<file path="config.mk">
export PLATFORM = sky130hd
export DESIGN_NAME = regfile_wb_arbiter
export DESIGN_NICKNAME = d
export VERILOG_FILES = /design/src/rtl/regfile_pkg.sv /design/src/rtl/regfile_wb_arbiter_rr_arbiter.sv /design/src/rtl/regfile_wb_arbiter.sv
export SDC_FILE = /design/constraint.sdc
export NUM_CORES = 1
export LEC_CHECK = 0
export CELL_PAD_IN_SITES_DETAIL_PLACEMENT = 1
export CELL_PAD_IN_SITES_GLOBAL_PLACEMENT = 2
export CORE_ASPECT_RATIO = 0.9
export CORE_UTILIZATION = 24
export DETAILED_ROUTE_END_ITERATION = 16
export GPL_TIMING_DRIVEN = 0
export PLACE_DENSITY_LB_ADDON = 0.1
export SYNTH_ARGS = -nofsm -noshare
export SYNTH_HDL_FRONTEND = slang
export SYNTH_HIERARCHICAL = 1
export SYNTH_SLANG_ARGS = --single-unit
</file>
<file path="constraint.sdc">
create_clock -name clk -period 3.1 [get_ports clk]
set_input_delay 0.62 -clock clk [delete_from_list [all_inputs] [get_ports clk]]
set_output_delay 0.62 -clock clk [all_outputs]
set_load 0.005 [all_outputs]
</file>
<file path="src/rtl/regfile_pkg.sv">
`default_nettype none
// ============================================================================
//  Module      : regfile_pkg
//  Description : Shared widths, PC index and writeback request type for the
//                register-file writeback path.
//  Revision    : 1.0 - initial release
// ============================================================================
package regfile_pkg;

   localparam int REG_ADDR_W = 4;
   localparam int REG_DATA_W = 32;
   localparam int NUM_REGS   = 2**REG_ADDR_W;
   localparam int PC_IDX     = 15;

   typedef struct packed {
      logic [REG_ADDR_W-1:0] addr;
      logic [REG_DATA_W-1:0] data;
   } wb_req_t;

endpackage
`default_nettype wire

</file>
<file path="src/rtl/regfile_wb_arbiter_rr_arbiter.sv">
`default_nettype none
// ============================================================================
//  Module      : rr_arbiter
//  Description : Combinational round-robin arbiter; searches from ptr_i upward
//                modulo N and grants the first active request.
//  Revision    : 1.0 - initial release
// ============================================================================
module rr_arbiter #(
   parameter int N     = 3,
   parameter int IDX_W = $clog2(N)
) (
   input  logic [N-1:0]     req_i,
   input  logic [IDX_W-1:0] ptr_i,
   output logic [N-1:0]     grant_o,
   output logic [IDX_W-1:0] grant_idx_o,
   output logic             grant_vld_o
);

   int               cand;
   logic [IDX_W-1:0] idx;

   always_comb begin
      grant_o     = '0;
      grant_idx_o = '0;
      grant_vld_o = 1'b0;
      cand        = 0;
      idx         = '0;
      for (int k = 0; k < N; k++) begin
         cand = int'(ptr_i) + k;
         if (cand >= N) begin
            cand = cand - N;
         end
         idx = IDX_W'(cand);
         if (!grant_vld_o && req_i[idx]) begin
            grant_vld_o  = 1'b1;
            grant_idx_o  = idx;
            grant_o[idx] = 1'b1;
         end
      end
   end

endmodule
`default_nettype wire

</file>
<file path="src/rtl/regfile_wb_arbiter.sv">
`default_nettype none
// ============================================================================
//  Module      : regfile_wb_arbiter
//  Description : Round-robin sharing of the register-file write port among
//                N_REQ writeback requesters, with PC-redirect split.
//  Revision    : 1.0 - initial release
// ============================================================================
module regfile_wb_arbiter #(
   parameter int N_REQ  = 3,
   parameter int DATA_W = regfile_pkg::REG_DATA_W,
   parameter int ADDR_W = regfile_pkg::REG_ADDR_W,
   parameter int PC_IDX = regfile_pkg::PC_IDX
) (
   input  logic                    clk,
   input  logic                    rst_n,
   input  logic [N_REQ-1:0]        req_valid_i,
   input  logic [N_REQ*ADDR_W-1:0] req_addr_i,
   input  logic [N_REQ*DATA_W-1:0] req_data_i,
   output logic [N_REQ-1:0]        req_ready_o,
   input  logic                    flush_i,
   output logic                    we3_o,
   output logic [ADDR_W-1:0]       a3_o,
   output logic [DATA_W-1:0]       wd3_o,
   output logic                    pc_wr_valid_o,
   output logic [DATA_W-1:0]       pc_wr_data_o,
   output logic [2**ADDR_W-1:0]    busy_mask_o
);
   import regfile_pkg::wb_req_t;

   localparam int                IDX_W   = $clog2(N_REQ);
   localparam int                NREG    = 2**ADDR_W;
   localparam logic [ADDR_W-1:0] PC_ADDR = ADDR_W'(PC_IDX);

   logic [IDX_W-1:0]  ptr_q, ptr_d;
   logic [IDX_W-1:0]  grant_idx;
   logic [N_REQ-1:0]  grant;
   logic              grant_vld;
   logic              xfer;
   wb_req_t           sel_req;
   wb_req_t           stage_q, stage_d;
   logic              stage_vld_q, stage_vld_d;
   logic [ADDR_W-1:0] a3_q, a3_d;
   logic [DATA_W-1:0] wd3_q, wd3_d;
   logic              stage_is_pc;

   rr_arbiter #(
      .N     (N_REQ),
      .IDX_W (IDX_W)
   ) u_rr_arbiter (
      .req_i       (req_valid_i),
      .ptr_i       (ptr_q),
      .grant_o     (grant),
      .grant_idx_o (grant_idx),
      .grant_vld_o (grant_vld)
   );

   assign xfer        = grant_vld && rst_n && !flush_i;
   assign req_ready_o = xfer ? grant : '0;

   assign sel_req.addr = req_addr_i[grant_idx*ADDR_W +: ADDR_W];
   assign sel_req.data = req_data_i[grant_idx*DATA_W +: DATA_W];

   always_comb begin
      ptr_d       = ptr_q;
      stage_vld_d = xfer;
      stage_d     = stage_q;
      a3_d        = a3_q;
      wd3_d       = wd3_q;
      if (xfer) begin
         stage_d = sel_req;
         ptr_d   = (grant_idx == IDX_W'(N_REQ-1)) ? '0 : grant_idx + 1'b1;
         if (sel_req.addr != PC_ADDR) begin
            a3_d  = sel_req.addr;
            wd3_d = sel_req.data;
         end
      end
   end

   always_ff @(posedge clk or negedge rst_n) begin
      if (!rst_n) begin
         ptr_q       <= '0;
         stage_vld_q <= 1'b0;
         stage_q     <= '0;
         a3_q        <= '0;
         wd3_q       <= '0;
      end else begin
         ptr_q       <= ptr_d;
         stage_vld_q <= stage_vld_d;
         stage_q     <= stage_d;
         a3_q        <= a3_d;
         wd3_q       <= wd3_d;
      end
   end

   // The regfile samples on negedge, so flush must mask the staged write
   // combinationally to keep it from landing in the current cycle.
   assign stage_is_pc   = (stage_q.addr == PC_ADDR);
   assign we3_o         = stage_vld_q && !stage_is_pc && !flush_i;
   assign pc_wr_valid_o = stage_vld_q && stage_is_pc && !flush_i;
   assign a3_o          = a3_q;
   assign wd3_o         = wd3_q;
   assign pc_wr_data_o  = stage_q.data;
   assign busy_mask_o   = stage_vld_q ? ({{(NREG-1){1'b0}}, 1'b1} << stage_q.addr) : '0;

endmodule
`default_nettype wire

</file>
# ---- After elaboration in Yosys (flattened, before gate mapping)
# Cells that the tools add are included.
dict set report op_classes {
  add_sub_neg 6
  order_cmp 9
  eq_ne 3
  shifts 3
  muxes 27
  n_bitwise 2
  n_reduce_logical 16
}
# operator n
set op_table {}
lappend op_table {{96-bit by 8-bit indexed part select with 32-bit output} 1}
lappend op_table {{16-bit two-way mux} 1}
lappend op_table {{1-bit by 4-bit left shift with 16-bit output, first input constant} 1}
lappend op_table {{2-bit two-way mux} 7}
lappend op_table {{3-bit two-way mux} 4}
lappend op_table {{12-bit by 5-bit indexed part select with 4-bit output} 1}
lappend op_table {{1-bit logical AND} 11}
lappend op_table {{2-bit by 3-bit < comparator with 1-bit output, second input constant} 3}
lappend op_table {{1-bit two-way mux} 9}
lappend op_table {{1-bit binary-select mux with 2-bit select} 3}
lappend op_table {{1-bit demux with 2-bit select} 3}
lappend op_table {{2-bit by 1-bit greater-or-equal comparator with 1-bit output, second input constant} 3}
lappend op_table {{3-bit by 2-bit greater-or-equal comparator with 1-bit output, second input constant} 2}
lappend op_table {{3-bit bitwise OR} 2}
lappend op_table {{4-bit equality test, second input constant} 1}
lappend op_table {{1-bit logical NOT} 4}
lappend op_table {{4-bit != test, second input constant} 1}
lappend op_table {{2-bit by 1-bit subtractor with 2-bit output, second input constant} 2}
lappend op_table {{2-bit by 1-bit adder with 3-bit output, second input constant} 1}
lappend op_table {{2-bit by 2-bit adder with 3-bit output, second input constant} 1}
lappend op_table {{2-bit by 1-bit adder with 2-bit output, second input constant} 1}
lappend op_table {{2-bit equality test, second input constant} 1}
lappend op_table {{2-bit greater-or-equal comparator, second input constant} 1}
lappend op_table {{2-bit AND reduction} 1}
lappend op_table {{2-bit subtractor, second input constant} 1}
dict set report totals {
  reg_bits 75
  input_bits 114
  out_inout_bits 89
  wordCells 72
}

# ---- Depth between registers and ports, before layout
# Gate-level depths: netlist (run 1).
dict set report logic_depth {
  ltp_word 14
  ltp_mapped 13
  depth_no_buf 10
}

# ---- Hierarchy
# Netlist (run 1), hierarchy kept.
# mod instances cells_per_inst area_each_um2 seq_area_each_um2
set modules_own_cells {}
lappend modules_own_cells {regfile_wb_arbiter 1 376 3998.8 1876.8}
lappend modules_own_cells {rr_arbiter 1 41 281.5 0.0}

# ---- Worst setup path after synthesis (run 1)
# No wires, ideal clock.
dict set report synth_timing {
  kind {flip-flop to flip-flop}
  startpoint {register ptr_q[1]}
  endpoint {register wd3_q[16], in the netlist wd3_o[16]}
  setup_time_ns 0.125
  t_arrival_ns 2.765
  path_slack_ns 0.210
  stages_incl_launch_ff 14
  n_path_buf 3
  synth_period_minus_slack_ns 2.890
  path_cell_list {dfrtp_1 inv_1 ha_1 buf_6 mux2i_1 o21ai_1 a21oi_1 o21ai_0 buf_6 mux2i_1 o2bb2ai_2 a41oi_4 buf_6 mux2_4}
}
dict set report synth_via {
  elab_chain_cells 14
}
# element line
set synth_rtl {}
lappend synth_rtl {{start, declared} regfile_wb_arbiter.sv:34} ;# logic [IDX_W-1:0] ptr_q, ptr_d;
lappend synth_rtl {{start signal, assigned} regfile_wb_arbiter.sv:87} ;# ptr_q <= ptr_d;
lappend synth_rtl {{parallel branches: the longest is 10 deep, another holds 2-bit by 1-bit adder with 3-bit output} -}
lappend synth_rtl {{2-bit two-way mux (*)} regfile_wb_arbiter_rr_arbiter.sv:34} ;# if (!grant_vld_o && req_i[idx]) begin
lappend synth_rtl {{net grant_idx[1]} regfile_wb_arbiter.sv:35} ;# logic [IDX_W-1:0] grant_idx;
lappend synth_rtl {{12-bit by 5-bit indexed part select with 4-bit output} regfile_wb_arbiter.sv:60} ;# assign sel_req.addr = req_addr_i[grant_idx*ADDR_W +: ADDR_W];
lappend synth_rtl {{4-bit != test} regfile_wb_arbiter.sv:72} ;# if (sel_req.addr != PC_ADDR) begin
lappend synth_rtl {{2-bit AND reduction (no source line)} -}
lappend synth_rtl {{end signal, assigned} regfile_wb_arbiter.sv:91} ;# wd3_q <= wd3_d;
lappend synth_rtl {{end, declared} regfile_wb_arbiter.sv:43} ;# logic [DATA_W-1:0] wd3_q, wd3_d;
# Mark *: on every way through the listed nets, which the timed path passes. The select of a mux whose other input is x is not followed.
# A chain may end at the register's enable or synchronous reset.

# ---- Final worst setup path (run 1)
dict set report layout_timing {
  startpoint {register ptr_q[1]}
  endpoint {register wd3_q[23], in the netlist wd3_o[23]}
}
# The elaborated chain is that of the path after synthesis.

==> results of run 1 <==
critical path, stage by stage, from the launching register on:
cell       delay, ns
dfrtp_1         0.42
inv_2           0.09
ha_4            0.20
buf_4           0.13
buf_4           0.10
and2b_2         0.21
nor2_1          0.11
a21oi_2         0.05
o21ai_2         0.14
buf_6           0.18
mux2i_4         0.26
o2bb2ai_4       0.10
a41oi_4         0.25
buf_12          0.16
buf_12          0.15
mux2_4          0.31
layout by cell type (no fill, tap or decap), drive strengths merged, types with 2 or more instances in the layout:
master / synthesis / final
or2: 2 / 2
mux2: 42 / 42
nand2b: 3 / 3
ha: 4 / 4
dlygate4sd2: 0 / 3
mux2i: 50 / 50
o21ba: 3 / 3
buf: 43 / 69
a21oi: 17 / 17
nand2: 43 / 43
inv: 15 / 15
nor3: 6 / 6
dfrtp: 75 / 75
o2bb2ai: 4 / 4
nand3b: 5 / 5
nor2: 39 / 39
clkbuf: 13 / 25
clkdlybuf4s50: 0 / 195
and2: 3 / 3
o21ai: 39 / 39
power by group:
group | internal [uW] | leakage [uW] | total (uW) | switching (uW)
clock | 662 | 0.000146 | 1060 | 395
sequential | 1470 | 0.000907 | 1760 | 293
combinational | 2480 | 0.00197 | 4370 | 1890
kinds of logic after synthesis:
kind of cell               count (synthesis)  synth area share
and+or+nand+nor                          107            0.1093
muxes                                     92            0.2435
DFF                                       75            0.4385
buffers and inverters                     71           0.09997
AOI/OAI and AO/OA                         68           0.09705
adders and majority gates                  4           0.01169
cell type report:
class | count | area (um^2) | area share
inverter | 15 | 58.81 | 0.008084
clock buffer | 13 | 260.3 | 0.03578
clock inverter | 2 | 35.03 | 0.004816
timing repair buffer | 226 | 2247 | 0.3089
buffer | 53 | 382.9 | 0.05263
multi-input combinational | 271 | 2118 | 0.2912
sequential | 75 | 1878 | 0.2582
tap | 235 | 294.0 | 0.04042
per-layer routing:
metal | vias to the layer above | wire (um)
met1 | 1878 | 6445
met2 | 130 | 6905
met3 | 14 | 1076
met5 | - | 0
met4 | 0 | 203
li1 | 1856 | -
path summary, 6_finish.rpt:
path                                 startpoint               to  depth (start not counted)
worst max-delay path                   ptr_q[1]        wd3_o[23]                         15
worst min-delay path                      rst_n      stage_vld_q                          1
worst max register to register         ptr_q[1]        wd3_o[23]                         15
worst min register to register  pc_wr_data_o[8]  pc_wr_data_o[8]                          2
max in group asynchronous                 rst_n        wd3_o[24]                          2
min in group clk                pc_wr_data_o[8]  pc_wr_data_o[8]                          2
state kept, by name (all words and copies together), names as in the netlist:
signal        count
wd3_o            32
ptr_q             2
pc_wr_data_o     32
a3_o              4
stage_q           4
stage_vld_q       1
through the flow:
step | setup TNS, ns | hold slack (ns) | setup slack (ns) | util
floorplan | 0 | 0.3244 | 0.2103 | -
global placement | -300.48 | 0.4648 | -3.337 | 0.3841
detailed placement | -41.17 | 0.4759 | -1.199 | 0.3856
CTS | -0.03026 | 0.2520 | -0.01176 | 0.4162
global route | -0.03520 | 0.2756 | -0.008468 | 0.4236
finish | 0 | 0.2482 | 0.1019 | 0.4236
repair_timing:
action / CTS / global route
hold buffers: 0 / 0
buffers inserted: 18 / 5
setup endpoints to repair: 57 / 64
resized for setup: 42 / 22
pin swaps: 5 / 5
==> summary.md, run 1 <==
| Metric | Value |
|---|---|
| Status | completed |
| Setup violations, final | 0 |
| # H-tree levels | 3 |
| Mapped Area | 0.004280 mm^2 |
| Post-synthesis sequential element count | 75 |
| Die X | approximately 140 um |
| Final Hold Vio Count | 0 |
| Critical Path AT | 3.22 ns |
| Met3 global-route usage | 0.05210 |
| Cell area after placement | around 0.0066 mm^2 |
| Vias | 3878 |
| Final instance area | 0.007274 mm^2 |
| Crit Path Max Fanout | 10 |
| Post-Synthesis Cells | 417 |
| GR Overflow Total | 0 |
| DR pass1 iterations | 4 |
| Cell Rows | 45 |
| Final Net Count | approximately 770 |
| Slew Limit Fails | 0 |
| GRT Resource Usage Total | 0.1634 |
| Core box area | 0.01717 mm^2 |
| Fillers | 1903 |
| Met2 Usage GRT | 0.2705 |
| Slew @ Worst Pin | 0.5759 ns |
| Total power | approximately 7200 uW |
| Num ports | 203 |
| Syn. warnings | 6 |
| Met1 Track Usage GR | 0.2026 |
| Share of layout cells above drive strength 1 | 0.2321 |
| Clock transition at path regs | 0.06 ns |
| DR DRC count | 0 |
| Largest net degree at the start of global routing | 44 |
| Mapped Nets | 535 |
| Leakage | 0.003024 uW |
| Placed Instances | 855 |
| Count leader, synth | dfrtp_1 |
| CTS root buf | clkbuf_16 |
| Skew-Pair Late Insertion Delay | 0.33 ns |
| Final cell count without fillers | 890 |
| CP Class | flip-flop to flip-flop |
| Worst min path class | input port to async pin |
| Fin crit share | 0.9671 |
| Vias in the first global route | 4149 |
| Antenna diodes | 0 |
| GRT Max-Usage Layer | met2 |
| Top cell type by total area after synthesis | dfrtp_1 |
| Power density over cell area | 988.6 mW/mm^2 |
| Die H | 128.7 um |
| Mapped Avg Cell Area | just over 10 um^2 |
| Synth top area share | 0.4385 |
| GP Congestion | ~0.76 |
| CTS max path bufs | 2 |
| Iteration-0 DRC Markers | 53 |
| Initial Util | 0.2493 |
| Setup crit start kind | flip-flop |
| CTS tree | done |
| DR WL/cell | around 16 um |
| Max Fclk | 0.3335 GHz |
| Detailed-route wire length | between 10000 and 15000 um |
| Worst Setup End Kind | flip-flop |
| # port buffers | roughly 200 |
| Final worst path period need | roughly 3 ns |
| Max-Cap Viols | 0 |
| Async S/R FF share, synth | 1.000 |
| Initial antenna violation count | 0 |
| Slew HR | 0.6161 |
| Via-to-Cell Ratio | 4.357 |
| Synth top cells by count | dfrtp_1, mux2i_1, nand2_1, nor2_1, o21ai_0 |
| Worst vdd ir | 322.8 uV |
| Area grow syn2layout | 69.95% |
| Clock sinks | 75 |
| Post-synthesis sequential area ratio | 0.4385 |
| Post-synth EDFFs | 0 |
| Num CTS Buffers | 9 |
| Total die area | about 0.018 mm^2 |
| Fin Clk Skew | about 0.0044 ns |
| Antenna-violating nets left | 0 |
| WP data required | 3.32 ns |
| Most used flip-flop cell after synthesis | dfrtp_1 |
| Dpl hpwl | 10890 um |
| R2R Setup Slk | around 0.1 ns |
| Global-route wire length before repair | 22720 um |
| Top cells by area, synth | dfrtp_1, mux2i_1, mux2_2 |
| Distinct cells, synth | 36 |
No activity file was read; power rests on OpenSTA's default activity.
==> run 2: changes to the inputs <==
Settings changed: CORE_ASPECT_RATIO 0.9 to default.
==> summary.md, run 2 (synthesized netlist as in run 1, its figures left out) <==
| Metric | Value |
|---|---|
| Status | completed (unchanged) |
| CTS root buf | clkbuf_16 (unchanged) |
| Total die area | 0.01837 mm^2 (about the same) |
| WP data required | 3.33 ns (was 3.32 ns) |
| Worst Setup End Kind | flip-flop (unchanged) |
| Detailed-route wire length | 14990 um (was 14630 um) |
| Sw Share | 0.3688 (was 0.3588) |
| Reg-to-reg endpoint | wd3_o[14] (was wd3_o[23]) |
| DR DRC count | 0 (unchanged) |
| Slew @ Worst Pin | 0.6039 ns (was 0.5759 ns) |
| Clock sinks | 75 (unchanged) |
| Worst path max stage delay | 0.46 ns (was 0.42 ns) |
| CTS tree | done (unchanged) |
| Multi-input gate area | 0.002152 mm^2 (was 0.002118 mm^2) |
| Vias in the first global route | 4201 (was 4149) |
| Register area | 0.001878 mm^2 (unchanged) |
| Antenna-violating nets left | 0 (unchanged) |
| Dpl hpwl | 10870 um (was 10890 um) |
| Setup crit start | ptr_q[0] (was ptr_q[1]) |
| Critical path, cell by cell | ha_4 > mux2i_4 > buf_4 > or2_2 > a21oi_1 > buf_2 > o2bb2ai_4 > a41oi_4 > buf_12 > buf_8 > mux2_2 (was inv_2 > ha_4 > buf_4 > buf_4 > and2b_2 > nor2_1 > a21oi_2 > o21ai_2 > buf_6 > mux2i_4 > o2bb2ai_4 > a41oi_4 > buf_12 > buf_12 > mux2_4) |
| Largest net degree at the start of global routing | 68 (was 44) |
| GP Congestion | 0.7299 (was 0.7566) |
| Worst R2R Path Depth | 11 (was 15) |
| Fin crit share | 0.9594 (was 0.9671) |
| Slew Limit Fails | 0 (unchanged) |
| Via-to-Cell Ratio | 4.386 (was 4.357) |
| Share of power burned in registers | 0.243 (was 0.245) |
| Commonest non-fill, non-tap cells in the layout | clkdlybuf4s50_1, dfrtp_1, buf_4 (unchanged) |
| CP Class | flip-flop to flip-flop (unchanged) |
| Sw power | 2685 uW (was 2580 uW) |
| Share of layout cells above drive strength 1 | 0.2458 (was 0.2321) |
| Max-Cap Viols | 0 (unchanged) |
| Max Fclk | 0.3362 GHz (was 0.3335 GHz) |
| Fin Clk Skew | 0.006789 ns (was 0.004386 ns) |
| Critical Path AT | 3.20 ns (was 3.22 ns) |
| Cell Rows | 48 (was 45) |
| Final Hold Vio Count | 0 (unchanged) |
| Pint | 4595 uW (was 4611 uW) |
| Skew-Pair Late Insertion Delay | 0.34 ns (was 0.33 ns) |
| Global-route wire length before repair | 22720 um (unchanged) |
| Initial Util | 0.2466 (was 0.2493) |
| Highest routed layer | met4 (unchanged) |
| R2R Setup Slk | 0.13 ns (was 0.10 ns) |
| Iteration-0 DRC Markers | 82 (was 53) |
| CTS max path bufs | 2 (unchanged) |
| Clock transition at path regs | 0.06 ns (about the same) |
| Met1 WL | 6394 um (was 6445 um) |
| WL met3 | 889 um (was 1076 um) |
| Die H | 135.5 um (was 128.7 um) |
| Total power | 7280 uW (was 7191 uW) |
| Final setup TNS | 0 ns (unchanged) |
| Worst vdd ir | 366.6 uV (was 322.8 uV) |
| Setup violations, final | 0 (unchanged) |
| # port buffers | 202 (unchanged) |
| Final worst path period need | 2.974 ns (was 2.998 ns) |
| Num CTS Buffers | 9 (unchanged) |
| DR pass1 iterations | 4 (unchanged) |
| Worst path slowest cell | dfrtp_2 (was dfrtp_1) |
| GR Overflow Total | 0 (unchanged) |
| Area grow syn2layout | 71.44% (was 69.95%) |
| Final Net Count | 772 (was 769) |
| Slew HR | 0.5974 (was 0.6161) |
| GRT Resource Usage Total | 0.1640 (was 0.1634) |
| # H-tree levels | 3 (unchanged) |
| Combinational Power Share | 0.621 (was 0.608) |
| Worst min path class | input port to async pin (unchanged) |
| Met2 WL post-DR | 7515 um (was 6905 um) |
| Fillers | 1892 (was 1903) |
| Core box area | 0.01736 mm^2 (was 0.01717 mm^2) |
| Leakage | 0.003072 uW (was 0.003024 uW) |
| Clk pwr share | 0.137 (was 0.147) |
| Initial antenna violation count | 0 (unchanged) |
| Power density over cell area | 992.1 mW/mm^2 (was 988.6 mW/mm^2) |
| Setup crit start kind | flip-flop (unchanged) |
| DR WL/cell | 16.95 um (was 16.44 um) |
| Most common cell after layout, fill and taps aside | clkdlybuf4s50_1 (unchanged) |
| Die X | 135.5 um (was 142.8 um) |
| Final Util | 0.4228 (was 0.4236) |
| Hold Buf Count CTS | 0 (unchanged) |
| Num ports | 203 (unchanged) |
| Antenna diodes | 0 (unchanged) |
| Worst hold margin | 0.1109 ns (was 0.2482 ns) |
| RR Startpoint | ptr_q[0] (was ptr_q[1]) |
| Crit Path Max Fanout | 10 (unchanged) |
| Vias | 3877 (was 3878) |
==> run 2: changes by cell type in the layout (fill, tap and decap cells not counted), moves of 2 or more <==
cell and change:
clkbuf_16 +2, mux2_4 +4, clkbuf_2 +2, clkbuf_1 -4, clkinv_2 +2, clkinv_4 +3, mux2_2 -4, clkbuf_4 -2
buf_4 +2
==> run 2: worst max-delay path by stage <==
stage	end	slack [ns]	cells after the start
global route	wd3_o[14]	-0.005	14
floorplan	wd3_o[16]	0.21	13
CTS	req_ready_o[1]	-0.04	11
finish	wd3_o[14]	0.13	11
detailed placement	req_ready_o[2]	-1.16	11
global placement	req_ready_o[2]	-3.32	8
==> run 2: power groups by stage <==
stage	Sequential, uW	Combinational [uW]	Clock, uW
floorplan	1730	2240	0
global placement	1740	3980	0
detailed placement	1780	4050	0
CTS	1760	4370	1030
global route	1840	4920	1070
finish	1770	4520	995
==> run 2: per-stage QoR <==
step,area [um^2],setup WS [ns],instances
after floorplan,4280,0.2103,417
after global placement,6584,-3.319,844
after detailed placement,6609,-1.159,845
after CTS,7146,-0.04374,879
after global routing,7338,-0.005156,884
final,7338,0.1258,884
==> run 2: repair_timing <==
| item | 4_1_cts | 5_1_grt |
|---|---|---|
| setup endpoints to repair | 66 | 59 |
| setup buffers | 19 | 5 |
| pin swaps | 8 | 9 |
| gates resized for setup | 45 | 28 |
| gates cloned | 0 | 2 |
==> run 2: cell type report <==
type / instances / area share
Inverter: 15 / 0.008014
Buffer: 53 / 0.05183
Tap cell: 225 / 0.03836
Timing Repair Buffer: 229 / 0.3144
Clock buffer: 10 / 0.03257
Sequential cell: 75 / 0.2559
Multi-Input combinational cell: 271 / 0.2933
Clock inverter: 6 / 0.005627
==> run 2: per-layer routing <==
layer | track usage | up-vias
li1 | - | 1872
met1 | 0.1963 | 1882
met4 | 0.05868 | 0
met3 | 0.04639 | 12
met2 | 0.2783 | 111
met5 | 0 | -
==> run 2: critical path: cells and delay by family (launching register included) <==
kind | cells | cell delay, ns
and+or+nand+nor | 1 | 0.28
DFF | 1 | 0.46
buffers and inverters | 4 | 0.81
adders and majority gates | 1 | 0.22
muxes | 2 | 0.53
AOI/OAI and AO/OA | 3 | 0.54
